===== src/rtl/fir_tcdm_rr_arbiter.sv =====
// Round-robin TCDM arbiter with request locking: shares one TCDM master port between
// N_REQ requesters and routes responses back in issue order through a requester-ID FIFO.
module fir_tcdm_rr_arbiter #(
    parameter int N_REQ           = 2,
    parameter int MAX_OUTSTANDING = 4,
    parameter int AW              = 32,
    parameter int DW              = 32,
    parameter int BW              = DW / 8,
    localparam int CW             = $clog2(MAX_OUTSTANDING + 1)
) (
    input  logic                clk_i,
    input  logic                rst_ni,
    input  logic [N_REQ-1:0]    in_req,
    output logic [N_REQ-1:0]    in_gnt,
    input  logic [N_REQ*AW-1:0] in_add,
    input  logic [N_REQ-1:0]    in_wen,
    input  logic [N_REQ*BW-1:0] in_be,
    input  logic [N_REQ*DW-1:0] in_data,
    output logic [N_REQ*DW-1:0] in_r_data,
    output logic [N_REQ-1:0]    in_r_valid,
    output logic                out_req,
    input  logic                out_gnt,
    output logic [AW-1:0]       out_add,
    output logic                out_wen,
    output logic [BW-1:0]       out_be,
    output logic [DW-1:0]       out_data,
    input  logic [DW-1:0]       out_r_data,
    input  logic                out_r_valid,
    output logic [CW-1:0]       outstanding_o,
    output logic                err_o
);

    localparam int IDW = $clog2(N_REQ);
    localparam int PW  = (MAX_OUTSTANDING > 1) ? $clog2(MAX_OUTSTANDING) : 1;

    logic [IDW-1:0] rr_ptr;
    logic [IDW-1:0] lock_id;
    logic           lock_valid;
    logic [IDW-1:0] sel;
    logic           found;
    logic           lock_hit;
    logic           lock_drop;
    logic           accept;
    logic           pop;
    logic           full;
    logic           empty;
    logic [IDW-1:0] head_id;

    logic [IDW-1:0] id_fifo [MAX_OUTSTANDING];
    logic [PW-1:0]  wr_ptr;
    logic [PW-1:0]  rd_ptr;
    logic [CW-1:0]  count;
    logic           err_q;

    function automatic logic [PW-1:0] ptr_inc(input logic [PW-1:0] p);
        return (p == PW'(MAX_OUTSTANDING - 1)) ? '0 : p + 1'b1;
    endfunction

    assign full      = (count == CW'(MAX_OUTSTANDING));
    assign empty     = (count == '0);
    assign lock_hit  = lock_valid & in_req[lock_id];
    assign lock_drop = lock_valid & ~in_req[lock_id];

    // NOTE: every always_comb output gets a default first so no path can infer a latch.
    always_comb begin
        sel   = rr_ptr;
        found = 1'b0;
        for (int i = 0; i < N_REQ; i++) begin
            if (!found && in_req[(int'(rr_ptr) + i) % N_REQ]) begin
                found = 1'b1;
                sel   = IDW'((int'(rr_ptr) + i) % N_REQ);
            end
        end
        if (lock_hit) sel = lock_id;
    end

    // Gated by reset so the master port is idle while the arbiter is held in reset.
    assign out_req  = rst_ni & (|in_req) & ~full;
    assign accept   = out_req & out_gnt;
    assign out_add  = in_add[int'(sel)*AW +: AW];
    assign out_wen  = in_wen[sel];
    assign out_be   = in_be[int'(sel)*BW +: BW];
    assign out_data = in_data[int'(sel)*DW +: DW];

    always_comb begin
        in_gnt      = '0;
        in_gnt[sel] = accept;
    end

    assign head_id   = id_fifo[rd_ptr];
    assign pop       = out_r_valid & ~empty;
    assign in_r_data = {N_REQ{out_r_data}};

    always_comb begin
        in_r_valid = '0;
        if (pop) in_r_valid[head_id] = 1'b1;
    end

    // NOTE: the ID storage has no reset; occupancy is tracked by count, so stale entries are never read.
    always_ff @(posedge clk_i) begin
        if (accept) id_fifo[wr_ptr] <= sel;
    end

    // NOTE: all sequential state uses non-blocking assignments so every register samples pre-edge values.
    always_ff @(posedge clk_i or negedge rst_ni) begin
        if (!rst_ni) begin
            rr_ptr     <= '0;
            lock_id    <= '0;
            lock_valid <= 1'b0;
            wr_ptr     <= '0;
            rd_ptr     <= '0;
            count      <= '0;
            err_q      <= 1'b0;
        end else begin
            if (accept) begin
                wr_ptr     <= ptr_inc(wr_ptr);
                rr_ptr     <= (sel == IDW'(N_REQ - 1)) ? '0 : sel + 1'b1;
                lock_valid <= 1'b0;
            end else if (out_req) begin
                lock_valid <= 1'b1;
                lock_id    <= sel;
            end else if (lock_drop) begin
                lock_valid <= 1'b0;
            end

            if (pop) rd_ptr <= ptr_inc(rd_ptr);

            if (accept && !pop)      count <= count + 1'b1;
            else if (pop && !accept) count <= count - 1'b1;

            // A dropped locked request or a response with nothing outstanding is a protocol error.
            if (lock_drop || (out_r_valid && empty)) err_q <= 1'b1;
        end
    end

    assign outstanding_o = count;
    assign err_o         = err_q;

endmodule


===== config.mk =====
export PLATFORM = sky130hd
export DESIGN_NAME = fir_tcdm_rr_arbiter
export DESIGN_NICKNAME = d
export VERILOG_FILES = /design/src/rtl/fir_tcdm_rr_arbiter.sv
export SDC_FILE = /design/constraint.sdc
export NUM_CORES = 1
export LEC_CHECK = 0
export ABC_CLOCK_PERIOD_IN_PS = 2350
export CAP_MARGIN = 25
export CORE_AREA = 3 3 124 126
export CTS_CLUSTER_DIAMETER = 200
export CTS_CLUSTER_SIZE = 12
export DETAILED_ROUTE_END_ITERATION = 10
export DIE_AREA = 0 0 127 129
export PLACE_DENSITY = 0.64
export SKIP_LAST_GASP = 1
export SYNTH_ARGS = -nofsm -noshare
export SYNTH_HDL_FRONTEND = slang
export SYNTH_SLANG_ARGS = --single-unit
export TNS_END_PERCENT = 50

===== constraint.sdc =====
create_clock -name clk_i -period 2.35 [get_ports clk_i]
set_input_delay 0.47 -clock clk_i [delete_from_list [all_inputs] [get_ports clk_i]]
set_output_delay 0.47 -clock clk_i [all_outputs]
set_load 0.01 [all_outputs]

Word-level counts from Yosys, hierarchy flattened
Memory sizes are Yosys's and may differ from the RTL's.
Cells that the tools add are included.
{ "word_totals": {"input_bits": 176, "mem_count": 1, "register_bits": 11, "mem_bits_rw": 4, "output_inout_bits": 142, "word_cells": 81} }
{ "mem_list": {"columns": ["name", "depth", "word_bits", "read_ports", "rd_ports_with_merged_regs", "write_ports", "line_no", "source"], "rows": [
  ["id_fifo", 4, 1, 1, 0, 1, "49", "logic [IDW-1:0] id_fifo [MAX_OUTSTANDING];"]
]} }
{ "op_classes": {"n_bitwise": 12, "n_addsub": 6, "reduce_logical": 15, "muxes": 27, "shift": 3, "eq_ne": 3, "order_cmp": 7} }
{ "op_table": {"columns": ["cell", "count"], "rows": [
  ["64-bit by 7-bit indexed part select with 32-bit output", 2],
  ["1-bit 2-to-1 mux", 20],
  ["1-bit by 2-bit less-than comparator with 1-bit output (second input constant)", 4],
  ["8-bit by 4-bit indexed part select with 4-bit output", 1],
  ["1-bit bitwise AND", 6],
  ["1-bit logical AND", 6],
  ["2-bit 2-to-1 mux", 3],
  ["3-bit 2-to-1 mux", 2],
  ["2-bit by 1-bit adder with 2-bit output (second input constant)", 2],
  ["2-bit == test (second input constant)", 2],
  ["1-bit NOT", 4],
  ["3-bit by 1-bit adder with 3-bit output (second input constant)", 1],
  ["3-bit == test (second input constant)", 1],
  ["1-bit zero test", 3],
  ["3-bit zero test", 1],
  ["2-bit by 3-bit less-than comparator with 1-bit output (second input constant)", 1],
  ["3-bit nonzero test", 1],
  ["3-bit by 1-bit subtractor with 3-bit output (second input constant)", 1],
  ["1-bit adder (second input constant)", 2],
  ["2-bit bitwise AND", 1],
  ["1-bit demux with 1-bit select", 2],
  ["1-bit >= comparator (second input constant)", 2],
  ["2-bit AND reduction", 1],
  ["2-bit nonzero test", 1],
  ["other kinds (3)", 3]
]} }

Depth between registers and ports, before layout
Gate-level depths: netlist of run 1.
{ "depth": {"ltp_word": 13, "ltp_mapped": 8, "depth_no_buf": 8} }

Worst setup path after synthesis of run 1
OpenSTA, ideal clock, no wires.
{ "synth_path": {"path_type": "register -> register", "start": "register count[0], in the netlist outstanding_o[0]", "end": "register count[2], in the netlist outstanding_o[2]", "setup_time_ps": 79, "n_path_buf": 0, "arrival_time_ps": 2066, "t_required_ps": 2271, "path_stages_with_launch": 8, "path_slack_ps": 205, "cell_sequence": "dfrtp_1 o31ai_1 ha_1 inv_1 fa_1 xor2_1 nor2_1 xor2_1"} }
{ "synth_via": {"elab_chain_cells": 7, "word_cells_on_any_way": 16} }
{ "synth_lines": {"columns": ["element", "line_no", "source"], "rows": [
  ["start, declared", "52", "logic [CW-1:0] count;"],
  ["start signal, assigned", "128", "if (accept && !pop) count <= count + 1'b1;"],
  ["start signal, assigned", "129", "else if (pop && !accept) count <= count - 1'b1;"],
  ["3-bit == test", "59", "assign full = (count == CW'(MAX_OUTSTANDING));"],
  ["1-bit NOT", "78", "assign out_req = rst_ni & (|in_req) & ~full;"],
  ["1-bit bitwise AND", "78", null],
  ["1-bit bitwise AND", "79", "assign accept = out_req & out_gnt;"],
  ["1-bit zero test", "129", null],
  ["1-bit logical AND", "129", null],
  ["2-bit nonzero test (no source line)", null, null]
]} }
Parallel ways exist; a longest one is shown, timed or not. The select of a mux whose other input is x is not followed.
A chain may end at the register's enable or synchronous reset.

Final worst setup path of run 1
{ "layout_path": {"start": "register lock_valid", "end": "output out_data[27]"} }
{ "layout_via": {"elab_chain_cells": 3} }
{ "layout_lines": {"columns": ["element", "line_no", "source"], "rows": [
  ["start, declared", "38", "logic lock_valid;"],
  ["start signal, assigned", "109", "lock_valid <= 1'b0;"],
  ["start signal, assigned", "118", "lock_valid <= 1'b0;"],
  ["start signal, assigned", "120", "lock_valid <= 1'b1;"],
  ["1-bit bitwise AND", "61", "assign lock_hit = lock_valid & in_req[lock_id];"],
  ["1-bit 2-to-1 mux", "74", "if (lock_hit) sel = lock_id;"],
  ["64-bit by 7-bit indexed part select with 32-bit output", "83", "assign out_data = in_data[int'(sel)*DW +: DW];"],
  ["end, declared", "26", "output logic [DW-1:0] out_data,"]
]} }
Every way passes these cells.

==> run metrics, run 1 <==
status=finished, violations left; failing checks=negative setup slack; row count=44; Pwr Total=roughly 3.5 mW; n_diodes=0; fraction of power consumed by the clock network=a little under a tenth; Reg clk slew, reported paths=0.05 ns; die area=16400 µm²; Yosys Warn Count=0; XOR/XNOR Fraction of Synth Area=1.23%; via/cell ratio=roughly 3.7; core region area=14400 µm²; filler instances=approximately 1500; hold crit path type=flip-flop to flip-flop; Worst Tran Pin Value=about 0.57 ns; critical path required time=1.88 ns; Net Sw Frac=34.2%; Syn Inst Count=204; commonest non-fill, non-tap cells in the layout=clkdlybuf4s50_1, mux2_4, buf_6, mux2_2, buf_4; Tcrit/Tclk final=108%; register area share after synthesis=a little under a fifth; slowest stage cell, crit path=dfrtp_1; via count=2181; Root Driver=clkbuf_16; share of total power in combinational logic=roughly 77%; CP Capture Type=output port; internal power=around 2.3 mW; synthesized area=roughly 2100 µm²; area of the multi-input gates=1340 µm²; Setup crit start kind=flip-flop; commonest non-fill, non-tap cell in the layout=clkdlybuf4s50_1; Synth cell types=25; FMAX=approximately 400 MHz; RSZ-0062 raised after global routing=yes; WS Path Type=flip-flop to output port; clock latency on the worst-skew pair=around 0.25 ns; I/O Buffers=around 220; gp weighted congestion=around 0.75; met2 WL=5580 µm; worst setup margin=-0.179 ns; main combinational cell family by area after synthesis=multiplexers; Reg area=395 µm²; Non-Filler Instances=just under 600; Total GRT Usage=a little over an eighth; Top Ports=318; Util after Layout=about a third; largest net degree at the start of global routing=18; Synth Register Bits=15; MaxCap Viol Count=0; setup_tns=-7.80 ns; routed wire length=~13000 µm; complex-gate fraction of the synthesized area=under 10%; syn_nets=~390; hold buffer count at cts=0; highest metal used=met4; Syn Area/Cell=between 10 and 15 µm²; die height=roughly 130 µm; wire per inst=approximately 22 µm; vias in the first global route=roughly 2400; fraction of synthesized area in multiplexers=41.6%; Worst Hold Depth=1; data arrival time at the worst-slack endpoint=between 2 and 2.5 ns; sw power=around 1.2 mW; Met1 Wirelength=between 4000 and 5000 µm; fin nets=583; Max H-tree Level=1; Register-to-Register Path Depth=8; DP Wirelength=approximately 11000 µm; global route overflow=0; initial DRC count=58; final hold vios=0; IR Drop Worst-Case VDD=between 0.2 and 0.3 mV; Design Area, Final=about 4700 µm²; layout cells sized above 1=45.1%; Final min period=about 2.5 ns; worst-path maximum fanout=8; CTS tree=built; Worst path max stage delay=roughly 0.40 ns; Flop pwr share=between 10% and 20%; max-slew violations=0; Die Width=127 µm; most frequent cell on the critical path=buf_6; met3 WL=between 2000 and 3000 µm; Worst Clk Skew=0.00134 ns; Initial Util=14.8%; PD cells=~750 nW/µm²; Antenna Nets Post-Route=0; P&R area growth vs syn=120%; Cell Area, Placed=4250 µm²; dpl cells=560; Post-route DRC=0; Num CTS Buffers=3; leakage=2.08 nW; initial antenna violation count=0; Adder-Cell Fraction of Synth Area=under 10%; max_slew headroom=around three fifths; Simple-Gate Fraction of Synth Area=4.91%; final setup violation count=just over 70; clk sinks=15; first drt pass iteration count=4; CP cell instances=mux2_4, a2bb2oi_4, buf_6, buf_12, buf_12, buf_6, mux2_4, buf_6; Clock Tree Buf Depth=2; first-pass GRT wire length=about 16000 µm
-- stage by stage --
stage,worst slack (ns),hold WS (ns)
floorplan,0.205,0.174
global placement,-0.688,0.449
detailed placement,-0.715,0.491
CTS,-0.296,0.502
global route,-0.236,0.523
finish,-0.179,0.491
-- cell type report --
class / instances / area share, %
timing repair buffer: 262 / 56.3
multi-input combinational: 113 / 28.4
sequential: 15 / 8.38
tap: 184 / 4.88
clock buffer: 4 / 1.67
inverter: 5 / 0.398
-- power groups by stage --
stage / registers, mW / logic [mW] / clock network [mW]
global placement: 0.469 / 2.23 / 0
detailed placement: 0.478 / 2.26 / 0
finish: 0.473 / 2.73 / 0.335
CTS: 0.476 / 2.40 / 0.345
global route: 0.494 / 2.91 / 0.360
floorplan: 0.469 / 1.14 / 0
-- registers in the layout, indices dropped and copies added, names as in the netlist --
signal	count
lock_valid	1
id_fifo	4
err_o	1
outstanding_o	3
lock_id	1
rr_ptr	1
wr_ptr	2
rd_ptr	2
-- cells by family (layout without fill, tap and decap cells) --
group,Yosys count,after routing
mux,78,78
buf+inv,76,271
simple gates,19,19
flops,15,15
fa+ha+maj,7,7
compound gates,6,6
xor+xnor,3,3
-- worst paths after layout --
check	start	to	slack (ns)
worst max register to register	outstanding_o[0]	outstanding_o[1]	0.14
worst min-delay path	err_o	err_o	0.49
worst max-delay path	lock_valid	out_data[27]	-0.18
min in group asynchronous	rst_ni	wr_ptr[0]	0.56
max in group asynchronous	rst_ni	outstanding_o[2]	1.64
worst min register to register	err_o	err_o	0.49
-- timing repair --
action                                  4_1_cts  5_1_grt
endpoints found under the setup margin       76       76
buffers inserted                             12        4
resized for setup                           168      173
gates cloned                                  2        2
pin swaps                                     2        2
-- routing by layer --
layer / global-route usage, % / vias up
li1: - / 1028
met1: 15.1 / 984
met2: 19.6 / 159
met3: 13.2 / 10
met4: 2.02 / 0
met5: 0 / -
-- Yosys cell counts (all sizes together) --
cell type  number  area (µm²)
ha              6        75.1
nor2            6        22.5
xnor2           1        8.76
o31ai           1        7.51
nand2           1        3.75
edfxtp          4         120
mux4            1        22.5
o21ai           1        5.00
a211o           1        8.76
and2            6        37.5
dfrtp          11         275
a21o            1        7.51
buf            71         548
fa              1        20.0
xor2            2        17.5
nor3            3        15.0
nor2b           1        6.26
inv             5        18.8
mux2           77         867
nor3b           2        20.0
o21bai          1        7.51
a2bb2oi         1        26.3
-- critical path, delay by kind of cell, from the launching register on --
family                 cells  cell delay (ns)
AO/OA/AOI/OAI              1             0.15
buffers and inverters      5             0.64
flip-flops                 1             0.40
multiplexers               2             0.62
(Power assumes the default switching activity.)
==> run 2, diff against run 1 <==
- REMOVE_ABC_BUFFERS: not set -> 1
==> run 2 against run 1 <==
  * The flow still finishes with violations (negative setup slack)
  * Die area is the same
  * Combinational power grew 6%
  * First-iteration DRC count shrank 34%
  * Routed wire length grew 8.5%
  * Clock power shrank 2%
  * Register-to-register slack lost 0.04 ns
  * Hold slack lost 0.22 ns
  * Via count grew 4.5%
  * Clock skew grew 0.0028 ns
  * Sequential share of layout area shrank 0.086 points
  * Global-route usage grew 1.8 points
  * Highest routed layer is now met5
==> run metrics, run 2 (synthesized netlist as in run 1, its figures left out) <==
Register-to-Register Path Depth=11 (+3); first-pass GRT wire length=18200 µm (+11%); CP cell instances=mux2_4, a2bb2oi_4, buf_12, buf_12, buf_16, buf_6, mux2_4, buf_6; max-slew violations=0 (unchanged); RR Startpoint=outstanding_o[2]; Post-route DRC=0 (unchanged); MaxCap Viol Count=0 (unchanged); Non-Filler Instances=579 (-0.69%); Reg clk slew, reported paths=0.05 ns (about the same); Die Width=127 µm (unchanged); Initial Util=14.8% (unchanged); Root Driver=clkbuf_16; data arrival time at the worst-slack endpoint=2.06 ns (about the same); Total GRT Usage=15.6% (+1.8 points); max_slew headroom=60.4% (-1.0 points); commonest non-fill, non-tap cells in the layout=clkdlybuf4s50_1, mux2_4, buf_6, mux2_2, buf_4; Largest Register=id_fifo; core region area=14400 µm² (unchanged); die height=129 µm (unchanged); final hold vios=0 (unchanged); Num CTS Buffers=3 (unchanged); first drt pass iteration count=4 (unchanged); via/cell ratio=3.94 (+5.3%); Pwr Total=3.68 mW (+3.9%); DP Wirelength=11600 µm (+6.6%); setup_tns=-6.22 ns (+1.58 ns); commonest non-fill, non-tap cell in the layout=clkdlybuf4s50_1; initial antenna violation count=2 (+2); fin nets=578 (-0.86%); RSZ-0062 raised after global routing=yes; via count=2280 (+4.5%); Final min period=2.53 ns (+0.00469 ns); failing checks=negative setup slack; P&R area growth vs syn=123%; worst setup margin=-0.184 ns (-0.00469 ns); die area=16400 µm² (unchanged); cell class contributing the biggest share of worst-path delay=buffers and inverters; reg2reg setup slack=0.10 ns (-0.04 ns); Clock Tree Buf Depth=2 (unchanged); I/O Buffers=221 (unchanged); final setup violation count=61 (-15%); Util after Layout=33.1% (+0.34 points); clock latency on the worst-skew pair=0.24 ns (about the same); Setup crit start kind=flip-flop; buffers and inverters on the worst path=5 (unchanged); largest net degree at the start of global routing=12 (-6); gp weighted congestion=0.787 (+5.4%); IR Drop Worst-Case VDD=0.275 mV (-5.6%); Top Ports=318 (unchanged); FMAX=395 MHz (-0.19%); Worst path max stage delay=0.41 ns (about the same); PD cells=771 nW/µm² (+2.8%); initial DRC count=38 (-34%); hold crit path type=primary input to asynchronous set/reset pin; layout cells sized above 1=46.7% (+1.6 points); critical path required time=1.88 ns (about the same); leakage=2.12 nW (+2.0%); Antenna Nets Post-Route=0 (unchanged); vias in the first global route=2599 (+11%); worst-path maximum fanout=6 (-2); wire per inst=23.9 µm (+9.2%); routed wire length=13800 µm (+8.5%); dpl cells=552 (-1.4%); global route overflow=0 (unchanged); max reg flops=4 (unchanged); clk sinks=15 (unchanged); status=finished, violations left; CP Capture Type=output port; CTS tree=built; Worst Tran Pin Value=0.588 ns (+0.0153 ns); hold slack=0.269 ns (-0.222 ns); Worst Clk Skew=0.00411 ns (+0.00278 ns); slowest stage cell, crit path=dfrtp_1; row count=44 (unchanged); reg-to-reg critical path endpoint=outstanding_o[2]; Tcrit/Tclk final=108% (+0.20 points); WS Path Type=flip-flop to output port; Max H-tree Level=1 (unchanged)
==> run 2: metal layers <==
| layer | part of all wire [%] | GRT usage [%] | vias to the layer above | wire length [µm] |
|---|---|---|---|---|
| li1 | - | - | 1025 | - |
| met3 | 15 | 11.0 | 14 | 2110 |
| met5 | 0.68 | 5.00 | - | 94 |
| met2 | 51 | 28.1 | 188 | 7000 |
| met4 | 0.87 | 2.59 | 4 | 120 |
| met1 | 32 | 14.3 | 1049 | 4480 |
==> run 2: cell type report <==
cell class	instances	area (µm²)
fill	1478	9660
timing repair buffer	257	2670
multi-input combinational	113	1380
sequential	15	395
tap	184	230
clock buffer	4	78.8
inverter	5	18.8
antenna	1	2.50
==> run 2: worst max path at each step <==
stage | from | to | slack (ns) | cells past startpoint
after global routing | lock_valid | out_data[25] | -0.24 | 8
after detailed placement | in_req[1] | out_add[5] | -0.73 | 6
final | lock_valid | out_data[25] | -0.18 | 8
after floorplan | lock_valid | in_gnt[1] | -0.45 | 4
after CTS | lock_valid | out_add[19] | -0.26 | 7
after global placement | in_req[1] | out_add[5] | -0.73 | 6
==> run 2: power breakdown <==
| group | switching [mW] | total [mW] | internal (mW) | leakage, nW |
|---|---|---|---|---|
| Combinational | 1.07 | 2.89 | 1.82 | 1.92 |
| Clock | 0.0992 | 0.329 | 0.229 | 0.0382 |
| Sequential | 0.0900 | 0.460 | 0.370 | 0.164 |
| Total | 1.26 | 3.68 | 2.42 | 2.12 |
==> run 2: per-stage QoR <==
stage	cell area [µm²]	setup slack [ns]
after floorplan	1590	-0.448
after global placement	4170	-0.734
after detailed placement	4170	-0.734
after CTS	4770	-0.255
after global routing	4770	-0.240
final	4770	-0.184
==> run 2: repair_timing <==
| item | 4_1_cts | 5_1_grt |
|---|---|---|
| gates cloned | 8 | 0 |
| endpoints found under the setup margin | 76 | 75 |
| pin swaps | 3 | 2 |
| buffers inserted | 12 | 4 |
| hold buffers | 0 | 0 |
| gates resized for setup | 323 | 53 |
